## src/rtl/if_fetch_queue.sv

```systemverilog
// Instruction fetch stage: pipelined imem requests feed an in-order instruction queue drained by ID.
// Define IF_FETCH_PERF_EN to add the fetched/dropped/starve performance counters.
module if_fetch_queue #(
  parameter logic [31:0] RESET_ADDR      = 32'h0000_0000,
  parameter int          DEPTH           = 4,
  parameter int          MAX_OUTSTANDING = 2
) (
  input  logic        i_clk,
  input  logic        i_rst_n,
  input  logic        i_redirect,
  input  logic [31:0] i_redirect_target,
  output logic        o_imem_req,
  output logic [31:0] o_imem_addr,
  input  logic        i_imem_gnt,
  input  logic        i_imem_rvalid,
  input  logic [31:0] i_imem_rdata,
  output logic        o_valid,
  output logic [31:0] o_inst,
  output logic [31:0] o_pc,
  output logic [31:0] o_pc_plus_4,
  input  logic        i_ready,
  output logic        o_empty
`ifdef IF_FETCH_PERF_EN
  ,
  output logic [31:0] o_perf_fetched,
  output logic [31:0] o_perf_dropped,
  output logic [31:0] o_perf_starve
`endif
);

  localparam int PTR_W = $clog2(DEPTH);
  localparam int CNT_W = $clog2(DEPTH + 1);
  localparam logic [CNT_W:0]   DEPTH_C = (CNT_W + 1)'(DEPTH);
  localparam logic [CNT_W-1:0] MAX_C   = CNT_W'(MAX_OUTSTANDING);

  logic [31:0]      fetch_pc;
  logic             run;
  logic [CNT_W-1:0] count;
  logic [CNT_W-1:0] outstanding;
  logic [CNT_W-1:0] outstanding_next;
  logic [CNT_W-1:0] drop;
  logic [CNT_W:0]   occupancy;
  logic [PTR_W-1:0] head;
  logic [PTR_W-1:0] tail;
  logic [PTR_W-1:0] tag_wr;
  logic [PTR_W-1:0] tag_rd;
  logic             fire;
  logic             discard;
  logic             push;
  logic             pop;

  logic [31:0] inst_mem [DEPTH];
  logic [31:0] pc_mem   [DEPTH];
  logic [31:0] tag_mem  [DEPTH];

  // Reserving a queue slot for every in-flight request is what makes overflow impossible.
  assign occupancy  = {1'b0, count} + {1'b0, outstanding};
  assign o_imem_req = run && (outstanding < MAX_C) && (occupancy < DEPTH_C) && !i_redirect;
  assign o_imem_addr = fetch_pc;

  assign fire    = o_imem_req && i_imem_gnt;
  assign discard = i_imem_rvalid && (i_redirect || (drop != '0));
  assign push    = i_imem_rvalid && !discard;
  assign pop     = o_valid && i_ready;

  assign outstanding_next = outstanding + CNT_W'(fire) - CNT_W'(i_imem_rvalid);

  assign o_valid     = (count != '0);
  assign o_empty     = (count == '0);
  assign o_inst      = o_valid ? inst_mem[head] : 32'h0;
  assign o_pc        = o_valid ? pc_mem[head] : fetch_pc;
  assign o_pc_plus_4 = o_pc + 32'd4;

  // NOTE: state registers use non-blocking <= so every update sees the pre-edge values.
  always_ff @(posedge i_clk or negedge i_rst_n) begin
    if (!i_rst_n) begin
      run         <= 1'b0;
      fetch_pc    <= RESET_ADDR;
      count       <= '0;
      outstanding <= '0;
      drop        <= '0;
      head        <= '0;
      tail        <= '0;
      tag_wr      <= '0;
      tag_rd      <= '0;
    end else begin
      run         <= 1'b1;
      outstanding <= outstanding_next;
      if (fire)          tag_wr <= tag_wr + PTR_W'(1);
      if (i_imem_rvalid) tag_rd <= tag_rd + PTR_W'(1);
      if (i_redirect) begin
        // Everything still in flight belongs to the old path and must be dropped.
        fetch_pc <= i_redirect_target & ~32'd3;
        count    <= '0;
        head     <= '0;
        tail     <= '0;
        drop     <= outstanding_next;
      end else begin
        if (fire)    fetch_pc <= fetch_pc + 32'd4;
        if (discard) drop     <= drop - CNT_W'(1);
        if (push)    tail     <= tail + PTR_W'(1);
        if (pop)     head     <= head + PTR_W'(1);
        count <= count + CNT_W'(push) - CNT_W'(pop);
      end
    end
  end

  // NOTE: storage arrays are not reset; count and pointers qualify every read, so stale contents are never observed.
  always_ff @(posedge i_clk) begin
    if (fire) tag_mem[tag_wr] <= fetch_pc;
    if (push) begin
      inst_mem[tail] <= i_imem_rdata;
      pc_mem[tail]   <= tag_mem[tag_rd];
    end
  end

`ifdef IF_FETCH_PERF_EN
  always_ff @(posedge i_clk or negedge i_rst_n) begin
    if (!i_rst_n) begin
      o_perf_fetched <= '0;
      o_perf_dropped <= '0;
      o_perf_starve  <= '0;
    end else begin
      if (push && o_perf_fetched != '1)                 o_perf_fetched <= o_perf_fetched + 32'd1;
      if (discard && o_perf_dropped != '1)              o_perf_dropped <= o_perf_dropped + 32'd1;
      if (!o_valid && i_ready && o_perf_starve != '1)   o_perf_starve  <= o_perf_starve + 32'd1;
    end
  end
`endif

endmodule

```

## config.mk

```make
export PLATFORM = sky130hd
export DESIGN_NAME = if_fetch_queue
export DESIGN_NICKNAME = d
export VERILOG_FILES = /design/src/rtl/if_fetch_queue.sv
export SDC_FILE = /design/constraint.sdc
export NUM_CORES = 1
export LEC_CHECK = 0
export CAP_MARGIN = 20
export CORE_MARGIN = 1.5
export CORE_UTILIZATION = 42
export CTS_CLUSTER_DIAMETER = 80
export DETAILED_ROUTE_END_ITERATION = 10
export PLACE_DENSITY = 0.72
export SYNTH_ARGS = -nofsm -noshare
export SYNTH_HDL_FRONTEND = slang
export SYNTH_SLANG_ARGS = --single-unit
```

## constraint.sdc

```tcl
create_clock -name i_clk -period 8.5 [get_ports i_clk]
set_input_delay 0.85 -clock i_clk [delete_from_list [all_inputs] [get_ports i_clk]]
set_output_delay 0.85 -clock i_clk [all_outputs]
set_load 0.1 [all_outputs]
```

==> summary.txt <==
Clock network
  – H-tree depth: 2
  – Post-CTS Setup Inserts: 0
  – Clock Tree Buf Depth: 3
  – Clk pin slew, worst setup/hold paths: 0.06 ns
  – Cts repair resizes: 0
  – Root Driver: clkbuf_16
  – CTS Buf Count: 43
  – CTS Hold Buffers Added: 0
  – CTS tree: yes
  – Clk sinks: about 420
  – Worst-Skew Late Latency: around 0.55 ns

Synthesis
  – FF+latch count, synth: between 400 and 500
  – Cell variety after synth: 63
  – Mapped Avg Cell Area: ~17 µm²
  – Area contributors post-synth: edfxtp_1 63%, mux4_2 10%, dfrtp_1 6.8%, nand2_1 2.4%, and2_1 1.7%
  – Yosys Warn Count: 0
  – Top-count cell post-synth: edfxtp_1
  – Ys flop type: edfxtp_1
  – Post-synth EDFFs: 368
  – Top cell type by total area after synthesis: edfxtp_1
  – Mapped Cells: roughly 1000
  – Async SR Flop Fraction: 0.115
  – Synth top cells by count: 368 x edfxtp_1, 112 x nand2_1, 81 x mux4_2
  – Syn Std Cell Area: roughly 18000 µm²
  – Share of the synthesized area in the top cell type: 0.628
  – Part of the Yosys area used for sequential elements: 0.697

Run
  – Maxcap violations: 0

Status
  – Failing checks: DRC
  – Outcome: finished, violations left

Worst setup path
  – Critical Path Start Type: flop
  – CP Capture Type: output port
  – WP data required: 7.65 ns
  – Worst-path fanout max: 33
  – Critical path arrival: ~5.1 ns
  – Kind of critical path: flop to output port

Timing
  – Final Hold Violating Endpoints: 0
  – Final setup viols: 0
  – Ratio of final minimum period to clock period: 0.697
  – Clock Skew: between 0.02 and 0.025 ns
  – Setup TNS: 0 ns
  – Period minus WS final: ~6 ns
  – Fmax: ~0.17 GHz
  – Slew at the pin closest to its max-slew limit: about 1.1 ns
  – RSZ-0062 raised after global routing: false
  – Rel. slew slack: 0.267
  – Slew Viols, Final: 0

Final layout
  – P&R area growth vs syn: 21.4%
  – Antenna diode instance count: 0
  – Share of cells above drive strength 1: 0.148
  – # fillers: about 3400
  – Count of nets after finishing: roughly 1300

Floorplan
  – Initial Util: 0.428
  – Core Rows: 74
  – I/O pin count: between 200 and 250
  – Area of the die: 43100 µm²
  – Core box area: a little over 40000 µm²
  – Die Ht: 208 µm
  – Die Width: 208 µm

Route
  – Routed len/inst: approximately 22 µm
  – DRT Wirelength: 40000 µm
  – DR DRC count: 1
  – Vias per cell: between 5 and 6
  – Antenna Violating Nets Remaining: 0
  – Via count: between 9000 and 10000
  – Detailed router's first-iteration violation count: 840
  – First drt pass iteration count: 8

Global route
  – Total track usage: 0.186
  – Grt ovf: 0
  – Largest net degree at the start of global routing: 63
  – Initial antenna violation count: 0
  – First-pass GRT wire length: slightly above 60000 µm
  – Vias in the first global route: 10300

Placed design
  – Buffers added on ports: between 150 and 200
  – DP Wirelength: between 20000 and 25000 µm
  – GPL Wtd Cong: 0.764

Hold path
  – Min-delay worst type: primary input to async pin
-- worst max-delay path, cell delays in order, from the launching register on --
cell and delay, ns:
dfrtp_1 0.44, or3_2 0.48, buf_4 0.27, clkinv_2 0.53, nand2_1 0.11, nand2_1 0.10, ha_1 0.26, a21boi_2 0.34
nand2_4 0.24, nor3_1 0.34, xor2_1 0.19, clkdlybuf4s50_1 1.15
-- sequential cells by signal (all words and copies together), names as in the netlist, 3 cells and up --
register / count
count: 3
pc_mem: 120
o_imem_addr: 30
outstanding: 3
tag_mem: 120
inst_mem: 128
drop: 3
-- cells in the final DEF, fill, tap and decap left out, types with 3 or more instances in the layout --
cell	Yosys	routed
ha_1	19	19
and2_1	47	40
nor2_1	25	25
dfrtp_2	0	3
nor3_1	12	12
and3_1	4	4
buf_4	8	14
nand4_2	3	3
clkinv_8	0	3
a21oi_1	8	8
mux4_2	81	81
clkdlybuf4s50_1	0	190
mux4_1	11	11
xor2_1	20	20
nor4_1	6	6
clkbuf_16	0	43
edfxtp_1	368	368
conb_1	2	7
clkinv_2	1	3
inv_1	27	27
o311ai_0	9	9
dfrtp_1	48	44
a221o_1	6	6
nand2_1	112	112
nand3_1	22	22
and2_2	0	7
bufinv_16	0	4
xnor2_1	21	21
nand4_1	9	9
clkinv_1	0	5
o21ai_0	36	36
mux2i_1	13	13
a31oi_1	13	13
clkbuf_1	23	14
-- layout make-up --
type	instances	area, µm²	area share
tap	532	666	0.0312
clock inverter	16	214	0.0100
sequential	416	12300	0.574
clock buffer	58	1140	0.0535
inverter	29	110	0.00516
timing repair buffer	207	2030	0.0950
multi-input combinational	527	4920	0.231
-- per-layer routing --
metal	track usage	part of all wire
met4	0.0488	0.020
met2	0.314	0.49
met3	0.0337	0.070
met1	0.249	0.42
met5	0	0
-- final timing paths --
check | from | endpoint | slack, ns | cells past startpoint
min | i_rst_n | o_imem_addr[21] | 0.43 | 2
max reg2reg | count[2] | drop[2] | 5.23 | 12
max | count[1] | o_pc_plus_4[16] | 2.58 | 11
min reg2reg | tag_rd[0] | tag_rd[0] | 0.48 | 1
min in group i_clk | tag_rd[0] | tag_rd[0] | 0.48 | 1
max in group asynchronous | i_rst_n | head[0] | 7.58 | 2
-- through the flow --
| stage | cell area, µm² | std cells | hold WS (ns) | setup slack (ns) | utilization |
|---|---|---|---|---|---|
| floorplan | 17600 | 1032 | 0.501 | 1.06 | - |
| global placement | 20000 | 1710 | 0.464 | 3.18 | 0.486 |
| detailed placement | 20000 | 1711 | 0.467 | 3.15 | 0.486 |
| CTS | 21300 | 1785 | 0.433 | 2.51 | 0.519 |
| global route | 21300 | 1785 | 0.475 | 2.36 | 0.519 |
| finish | 21300 | 1785 | 0.427 | 2.58 | 0.519 |
-- kinds of logic (layout without fill, tap and decap cells) --
group / after synthesis / in the layout / share of synthesized area
flops: 416 / 416 / 0.697
simple gates: 266 / 266 / 0.0801
mux: 105 / 105 / 0.128
buf+inv: 89 / 310 / 0.0250
compound gates: 87 / 87 / 0.0338
xor+xnor: 41 / 41 / 0.0204
fa+ha+maj: 21 / 21 / 0.0158
other cells: 2 / 7 / 0.000427
Power is not shown: default switching activity piles up to over one toggle a cycle in this logic, so the estimate is an artifact.
